**config.mk**
```make
export PLATFORM = sky130hd
export DESIGN_NAME = ctrl_resp_tx
export DESIGN_NICKNAME = d
export VERILOG_FILES = /design/src/rtl/ctrl_pkg.sv /design/src/rtl/ctrl_ack_fifo.sv /design/src/rtl/ctrl_resp_tx.sv
export SDC_FILE = /design/constraint.sdc
export NUM_CORES = 1
export LEC_CHECK = 0
export ABC_AREA = 1
export ABC_CLOCK_PERIOD_IN_PS = 3020
export CAP_MARGIN = 5
export CORE_ASPECT_RATIO = 1.25
export CORE_MARGIN = 3
export CORE_UTILIZATION = 58
export DETAILED_ROUTE_END_ITERATION = 6
export PLACE_DENSITY = 0.9
export SLEW_MARGIN = 20
export SYNTH_ARGS = -nofsm -noshare
export SYNTH_HDL_FRONTEND = slang
export SYNTH_SLANG_ARGS = --single-unit
```
**constraint.sdc**
```tcl
create_clock -name clk -period 3.02 [get_ports clk]
set_input_delay 0.604 -clock clk [delete_from_list [all_inputs] [get_ports clk]]
set_output_delay 0.604 -clock clk [all_outputs]
set_load 0.01 [all_outputs]
```
**src/rtl/ctrl_pkg.sv**
```systemverilog
// Shared definitions for the test-controller response path: frame constants,
// status bit positions, transmitter state encoding and the frame byte selector.
package ctrl_pkg;

    localparam logic [7:0] SYNC_BYTE_DEFAULT = 8'hA5;
    localparam int         FRAME_LEN         = 5;

    // Bit positions inside the status byte carried by every frame
    localparam int STATUS_CLK_EN  = 0;
    localparam int STATUS_RST     = 1;
    localparam int STATUS_OUT_SEL = 2;
    localparam int STATUS_IN_SEL  = 3;

    typedef enum logic [1:0] {
        ST_IDLE,
        ST_LOAD,
        ST_WAIT_ACCEPT,
        ST_WAIT_DONE
    } tx_state_t;

    typedef struct packed {
        logic [7:0] opcode;
        logic [7:0] status;
    } ack_t;

    // Byte idx of a frame: sync, opcode, status, seq, checksum
    function automatic logic [7:0] frame_byte(
        input logic [2:0] idx,
        input logic [7:0] sync,
        input logic [7:0] opcode,
        input logic [7:0] status,
        input logic [7:0] seq
    );
        // NOTE: the default arm gives every index a value, so no latch or X path exists.
        case (idx)
            3'd0:    frame_byte = sync;
            3'd1:    frame_byte = opcode;
            3'd2:    frame_byte = status;
            3'd3:    frame_byte = seq;
            default: frame_byte = opcode ^ status ^ seq;
        endcase
    endfunction

endpackage

```
**src/rtl/ctrl_ack_fifo.sv**
```systemverilog
// Synchronous acknowledge FIFO. A push into a full FIFO is accepted when a pop
// happens in the same cycle; otherwise it is dropped and flagged on drop.
module ctrl_ack_fifo #(
    parameter int DEPTH = 4,
    parameter int WIDTH = 16
) (
    input  logic             clk,
    input  logic             reset,
    input  logic             push,
    input  logic [WIDTH-1:0] push_data,
    input  logic             pop,
    output logic [WIDTH-1:0] pop_data,
    output logic             full,
    output logic             empty,
    output logic             drop
);

    localparam int AW = $clog2(DEPTH);

    logic [WIDTH-1:0] mem [DEPTH];
    logic [AW-1:0]    wr_ptr;
    logic [AW-1:0]    rd_ptr;
    logic [AW:0]      count;
    logic             do_push;
    logic             do_pop;

    assign full     = (count == (AW+1)'(DEPTH));
    assign empty    = (count == '0);
    assign do_pop   = pop && !empty;
    assign do_push  = push && (!full || do_pop);
    assign drop     = push && !do_push;
    assign pop_data = mem[rd_ptr];

    always_ff @(posedge clk) begin
        if (reset) begin
            wr_ptr <= '0;
            rd_ptr <= '0;
            count  <= '0;
        end else begin
            if (do_push) wr_ptr <= wr_ptr + 1'b1;
            if (do_pop)  rd_ptr <= rd_ptr + 1'b1;
            if (do_push && !do_pop)      count <= count + 1'b1;
            else if (do_pop && !do_push) count <= count - 1'b1;
        end
    end

    // NOTE: storage is not reset; count and pointers alone define which entries are valid.
    always_ff @(posedge clk) begin
        if (do_push) mem[wr_ptr] <= push_data;
    end

endmodule

```
**src/rtl/ctrl_resp_tx.sv**
```systemverilog
// Response transmitter: queues acknowledge events and sends each as a 5-byte
// frame through the byte-level UART transmitter's en/busy handshake.
module ctrl_resp_tx
    import ctrl_pkg::*;
#(
    parameter int         FIFO_DEPTH = 4,
    parameter logic [7:0] SYNC_BYTE  = SYNC_BYTE_DEFAULT
) (
    input  logic       clk,
    input  logic       reset,
    input  logic       ack_valid,
    input  logic [7:0] ack_opcode,
    input  logic [7:0] ack_status,
    output logic       uart_tx_en,
    output logic [7:0] uart_tx_data,
    input  logic       uart_tx_busy,
    output logic       frame_busy,
    output logic       overflow,
    output logic [7:0] frames_sent
);

    tx_state_t   state;
    logic [2:0]  byte_idx;
    logic [7:0]  op_q;
    logic [7:0]  st_q;
    logic [7:0]  seq;
    logic [15:0] head_raw;
    ack_t        head;
    logic        fifo_pop;
    logic        fifo_full;
    logic        fifo_empty;
    logic        fifo_drop;

    assign head       = ack_t'(head_raw);
    assign fifo_pop   = (state == ST_IDLE);
    assign frame_busy = (state != ST_IDLE) || !fifo_empty;

    ctrl_ack_fifo #(
        .DEPTH (FIFO_DEPTH),
        .WIDTH (16)
    ) u_fifo (
        .clk       (clk),
        .reset     (reset),
        .push      (ack_valid),
        .push_data ({ack_opcode, ack_status}),
        .pop       (fifo_pop),
        .pop_data  (head_raw),
        .full      (fifo_full),
        .empty     (fifo_empty),
        .drop      (fifo_drop)
    );

    // NOTE: every register here uses <= so all reads see the pre-edge values.
    always_ff @(posedge clk) begin
        if (reset) begin
            state        <= ST_IDLE;
            byte_idx     <= '0;
            op_q         <= '0;
            st_q         <= '0;
            seq          <= '0;
            frames_sent  <= '0;
            uart_tx_en   <= 1'b0;
            uart_tx_data <= '0;
            overflow     <= 1'b0;
        end else begin
            uart_tx_en <= 1'b0;
            if (fifo_drop) overflow <= 1'b1;

            case (state)
                ST_IDLE: begin
                    if (!fifo_empty) begin
                        op_q     <= head.opcode;
                        st_q     <= head.status;
                        byte_idx <= '0;
                        state    <= ST_LOAD;
                    end
                end
                ST_LOAD: begin
                    // A byte left over from before a reset may still be draining
                    if (!uart_tx_busy) begin
                        uart_tx_en   <= 1'b1;
                        uart_tx_data <= frame_byte(byte_idx, SYNC_BYTE, op_q, st_q, seq);
                        state        <= ST_WAIT_ACCEPT;
                    end
                end
                ST_WAIT_ACCEPT: begin
                    if (uart_tx_busy) state <= ST_WAIT_DONE;
                end
                ST_WAIT_DONE: begin
                    if (!uart_tx_busy) begin
                        if (byte_idx < 3'(FRAME_LEN - 1)) begin
                            byte_idx <= byte_idx + 1'b1;
                            state    <= ST_LOAD;
                        end else begin
                            frames_sent <= frames_sent + 1'b1;
                            seq         <= seq + 1'b1;
                            state       <= ST_IDLE;
                        end
                    end
                end
                default: state <= ST_IDLE;
            endcase
        end
    end

    // fifo_full is only consulted inside the FIFO; kept visible for debug probes
    logic unused_full;
    assign unused_full = fifo_full;

endmodule

```
# Word level (Yosys, flattened, before mapping)
# Memory sizes are Yosys's and may differ from the RTL's. A register that Yosys moved wholly into a read port is not among the register bits.
# Cells that the tools add are included.
# word_totals
register_bits	38
mem_bits_rw	64
in_bits	20
word_cells	76
n_memories	1
# mem_list
name	depth	width	rd	rd_ports_with_merged_regs	wr	line_no	source
u_fifo.mem	4	16	1	1	1	ctrl_ack_fifo.sv:20	logic [WIDTH-1:0] mem [DEPTH];
# classes
n_addsub	7
n_lt_le_gt_ge	1
n_eq_ne	12
n_mux	16
bitwise_logic	6
reduce_logical	23
# ops
op	n
one-hot mux 8 bit (4 select lines)	1
adder 8 x 1 -> 8 bit (second input constant)	2
bitwise XOR 8 bit	2
2-to-1 mux 3 bit	5
!= test 2 bit (second input constant)	5
2-to-1 mux 2 bit	4
one-hot mux 2 bit (4 select lines)	1
AND reduction 4 bit	2
adder 3 x 1 -> 3 bit (second input constant)	2
== test 3 x 2 -> 1 bit (second input constant)	2
zero test 3 bit	2
one-hot mux 3 bit (2 select lines)	1
nonzero test 2 bit	3
logical AND 1 bit	5
adder 2 x 1 -> 2 bit (second input constant)	2
== test 2 bit (second input constant)	2
zero test 1 bit	4
2-to-1 mux 1 bit	4
NOT 1 bit	4
AND reduction 2 bit	2
== test 3 x 1 -> 1 bit (second input constant)	1
== test 3 bit (second input constant)	1
less-than comparator 3 bit (second input constant)	1
AND reduction 3 bit	1
5 further kinds	6

# Logic depth before layout (Yosys ltp)
# logic_depth
depth_word	9
mapped_depth	13
ltp_nobuf	13

# Modules after synthesis
# Synthesis repeated with hierarchy kept, for this count alone.
# unflattened
cells_unflattened	614
hier_area_um2	5407.7
# modules_own_cells
module	n_inst	cells_per_inst	area_per_inst_um2	seq_area_each_um2
ctrl_ack_fifo	1	228	2870.3	2102.0
ctrl_resp_tx	1	386	2537.4	940.9

# Worst setup path before layout
# OpenSTA, ideal clock, no wires.
# synth_timing
kind	register to register
start	register state[0]
end	register u_fifo.count[2]
setup_ns	0.122
arrival_ns	2.012
t_required_ns	2.898
slack_ns	0.885
path_stages_with_launch	12
path_buffers	1
synth_period_minus_slack_ns	2.135
cell_sequence	dfxtp_1 > inv_1 > ha_1 > nand2_4 > buf_2 > ha_1 > inv_1 > fa_1 > a21oi_1 > o21ai_0 > o21ai_0 > a21oi_1
# synth_via
elab_chain_cells	7
elab_cells_between_ends	10
# synth_rtl
item	line_no	source
from (decl)	ctrl_resp_tx.sv:22	tx_state_t state;
from (signal assigned)	ctrl_resp_tx.sv:56	state <= ST_IDLE;
from (signal assigned)	ctrl_resp_tx.sv:75	state <= ST_LOAD;
from (signal assigned)	ctrl_resp_tx.sv:83	state <= ST_WAIT_ACCEPT;
zero test 2 bit *	ctrl_resp_tx.sv:35	assign fifo_pop = (state == ST_IDLE);
logical AND 1 bit *	ctrl_ack_fifo.sv:29	assign do_pop = pop && !empty;
logical OR 1 bit	ctrl_ack_fifo.sv:30	assign do_push = push && (!full || do_pop);
logical AND 1 bit	ctrl_ack_fifo.sv:30	
zero test 1 bit	ctrl_ack_fifo.sv:43	else if (do_pop && !do_push) count <= count - 1'b1;
logical AND 1 bit	ctrl_ack_fifo.sv:43	
nonzero test 2 bit (no line)	--	
to (signal assigned)	ctrl_ack_fifo.sv:42	if (do_push && !do_pop) count <= count + 1'b1;
to (signal assigned)	ctrl_ack_fifo.sv:43	
to (decl)	ctrl_ack_fifo.sv:23	logic [AW:0] count;
# Every way passes the cells marked *; elsewhere a longest branch is shown, timed or not.
# A chain may end at the register's enable or synchronous reset.

# Final worst setup path
# layout_timing
start	register state[0]
end	output port frame_busy
# layout_via
elab_chain_cells	2
# layout_rtl
item	line_no	source
nonzero test 2 bit	ctrl_resp_tx.sv:36	assign frame_busy = (state != ST_IDLE) || !fifo_empty;
logical OR 1 bit	ctrl_resp_tx.sv:36	
to (decl)	ctrl_resp_tx.sv:17	output logic frame_busy,
# No other way between the ends.

==> flow_metrics.env <==
export IMPL_core_area_mm2=0.00884
export IMPL_met3_usage=0.0638
export IMPL_grt_busiest_layer="met2"
export IMPL_slew_violations=0
export IMPL_timing_worst_setup_path_type="flop to output port"
export IMPL_hp_class="flop to flop"
export IMPL_first_drt_pass_iteration_count=5
export IMPL_cts_tree="built"
export IMPL_vdd_ir_drop_max_uv=669
export IMPL_maxClockFrequency_mhz=371
export IMPL_area_growth_syn_to_layout_pct=18.8
export IMPL_globalRouteTotalUtil=0.232
export IMPL_antenna_found_initial=0
export IMPL_final_hold_violations=0
export IMPL_io_buffer_count=38
export IMPL_postPlaceCellArea_mm2=0.00581
export IMPL_design_power_total_mw=5.78
export IMPL_dominant_cell_by_count_in_the_synthesized_netlist="nor2_1"
export IMPL_synth_seq_area_share=0.563
export IMPL_gp_congestion=0.898
export IMPL_cts_htree_levels=4
export IMPL_dpl_worst_slack_ps=434
export IMPL_synth_edf_count=64
export IMPL_drive_above_1_share=0.0784
export IMPL_clock_buffers_created_by_tritoncts=17
export IMPL_synth_net_count=645
export IMPL_rsz0062_at_grt="false"
export IMPL_worstMarginPinSlew_ps=606
export IMPL_synth_top_flop_cell="edfxtp_1"
export IMPL_dpl_cell_count=751
export IMPL_timing_clock_skew_ps=9.29
export IMPL_timing_critical_path_from_type="flop"
export IMPL_route_final_wire_length_mm=11.3
export IMPL_cpMaxStageDelayCell="clkdlybuf4s50_1"
export IMPL_final_net_count=688
export IMPL_global_route_usage_met2=0.414
export IMPL_remaining_drc_errors=0
export IMPL_crit_arrival_ps=2090
export IMPL_post_route_cell_area_mm2=0.00634
export IMPL_chipHeight_um=113
export IMPL_pwr_density_cell_mw_per_mm2=913
export IMPL_max_slew_headroom=0.595
export IMPL_post_cts_repair_setup_buffers=0
export IMPL_io_pins=39
export IMPL_gr_total_overflow=0
export IMPL_cts_root_buffer_cell="clkbuf_8"
export IMPL_synth_cells=607
export IMPL_leakagePower_nw=2.44
export IMPL_pin_count_of_the_biggest_net_entering_global_routing=38
export IMPL_first_global_vias=4186
export IMPL_synthesized_area_mm2=0.00534
export IMPL_layoutNonFillerInstCount=783
export IMPL_synth_area_per_cell_um2=8.79
export IMPL_yosys_area_top_type_share=0.360
export IMPL_maximum_count_of_clock_buffers_along_a_single_path=2
export IMPL_antenna_left=0
export IMPL_number_of_maximum_capacitance_violations=0
export IMPL_synth_cell_types=30
export IMPL_start_util=0.603
export IMPL_via_count=4246
export IMPL_clock_insertion_delay_worst_skew_ps=520
export IMPL_detailedRoute_firstIterationViolations=348
export IMPL_critical_path_endpoint_type="output port"
export IMPL_final_min_period_over_clock_period=0.893
export IMPL_antenna_cells_inserted=0
export IMPL_post_cts_resized=0
export IMPL_die_area_mm2=0.0104
export IMPL_post_route_util=0.717
export IMPL_yosysTopAreaCell="edfxtp_1"
export IMPL_run_status="completed"
export IMPL_path_max_fanout=5
export IMPL_synth_seq_cells=118
export IMPL_finalSetupTns_ps=0
export IMPL_yosys_warnings=0
export IMPL_detailed_place_hpwl_mm=7.10
export IMPL_wl_per_cell_um=14.4
export IMPL_avgViaCountPerCell=5.42
export IMPL_synth_common_cells="114 x nor2_1, 100 x nand2_1, 64 x edfxtp_1, 58 x inv_1, 54 x dfxtp_1"
export IMPL_async_reset_ff_frac=0
export IMPL_final_setup_viol_count=0
export IMPL_ctsHoldBuffers=0
export IMPL_groute_layer_met1_usage=0.257
export IMPL_synth_top_cells_by_area="edfxtp_1 36%, dfxtp_1 20%, nor2_1 8.0%"
export IMPL_hold_slack_ps=454
export IMPL_clock_sinks=118
export IMPL_row_count=38
export IMPL_cp_data_required_time_ps=2420
export IMPL_final_critical_path_setup_slack_ps=322
export IMPL_max_stage_delay_ps=570
export IMPL_wire_length_of_the_first_global_routing_pass_mm=19.1
export IMPL_clock_transition_at_the_registers_of_the_reported_paths_ps=60
export IMPL_final_period_minus_worst_setup_slack_ps=2700
export IMPL_worstPathCellList="inv_1 > ha_1 > nand3_1 > clkdlybuf4s50_1"
export IMPL_chipWidth_um=91.8
cell type report:
cell class | instances | area [µm²]
clock inverters | 15 | 115
flip-flops and latches | 118 | 3000
fillers | 624 | 2510
inverters | 65 | 244
well taps | 120 | 150
multi-input cells | 403 | 1980
repair buffers | 45 | 433
clock buffers | 17 | 414
routing by layer:
layer,wire (µm),vias to the layer above
met3,613,30
met1,4370,1961
met5,0,-
met4,282,0
met2,5980,153
li1,-,2102
report_power, final:
group / total [mW] / switching (mW) / leakage [nW] / internal [mW]
Clock: 1.77 / 0.695 / 0.245 / 1.07
Combinational: 1.81 / 1.18 / 1.17 / 0.630
Sequential: 2.21 / 0.248 / 1.03 / 1.96
worst max-delay path: cells and delay by family (launching register included):
family / cells / cell delay [ps]
AND/OR/NAND/NOR: 1 / 190
flip-flops: 1 / 400
adder cells (fa/ha/maj): 1 / 290
buffers and inverters: 2 / 700
flip-flops by register name (all words and copies together), names as in the netlist:
name / count
byte_idx: 3
frames_sent: 8
op_q: 8
overflow: 1
seq: 8
st_q: 8
state: 2
u_fifo.count: 3
u_fifo.mem: 64
u_fifo.rd_ptr: 2
u_fifo.wr_ptr: 2
uart_tx_data: 8
uart_tx_en: 1
final timing paths:
path,from,slack [ps],end,depth (start not counted)
hold / removal,overflow,450,overflow,2
hold reg to reg,overflow,450,overflow,2
setup reg to reg,state[0],580,u_fifo.count[2],13
setup / recovery,state[0],320,frame_busy,4
logic make-up (layout without fill, tap and decap cells):
kind of cell,Yosys count,count (layout),synth area share
AOI/OAI and AO/OA,110,110,0.107
xor gates and xnor gates,1,1,0.00164
adders and majority gates,18,18,0.0436
buffers and inverters,86,142,0.0664
DFF,118,118,0.563
and+or+nand+nor,274,274,0.218
cells in the final DEF (no fill, tap or decap), drive strengths merged:
master and instances:
nor2 117, nand2 104, o21ai 69, inv 65, edfxtp 64, dfxtp 54, nand3 43, clkdlybuf4s50 38
a21oi 24, ha 17, clkbuf 17, o22ai 16, clkinv 9, buf 7, clkinvlp 5, nand3b 4
nand4 3, and2 1, nor3 1, o21a 1, nor3b 1, xor2 1, fa 1, bufinv 1
No activity file was read; power rests on OpenSTA's default activity.
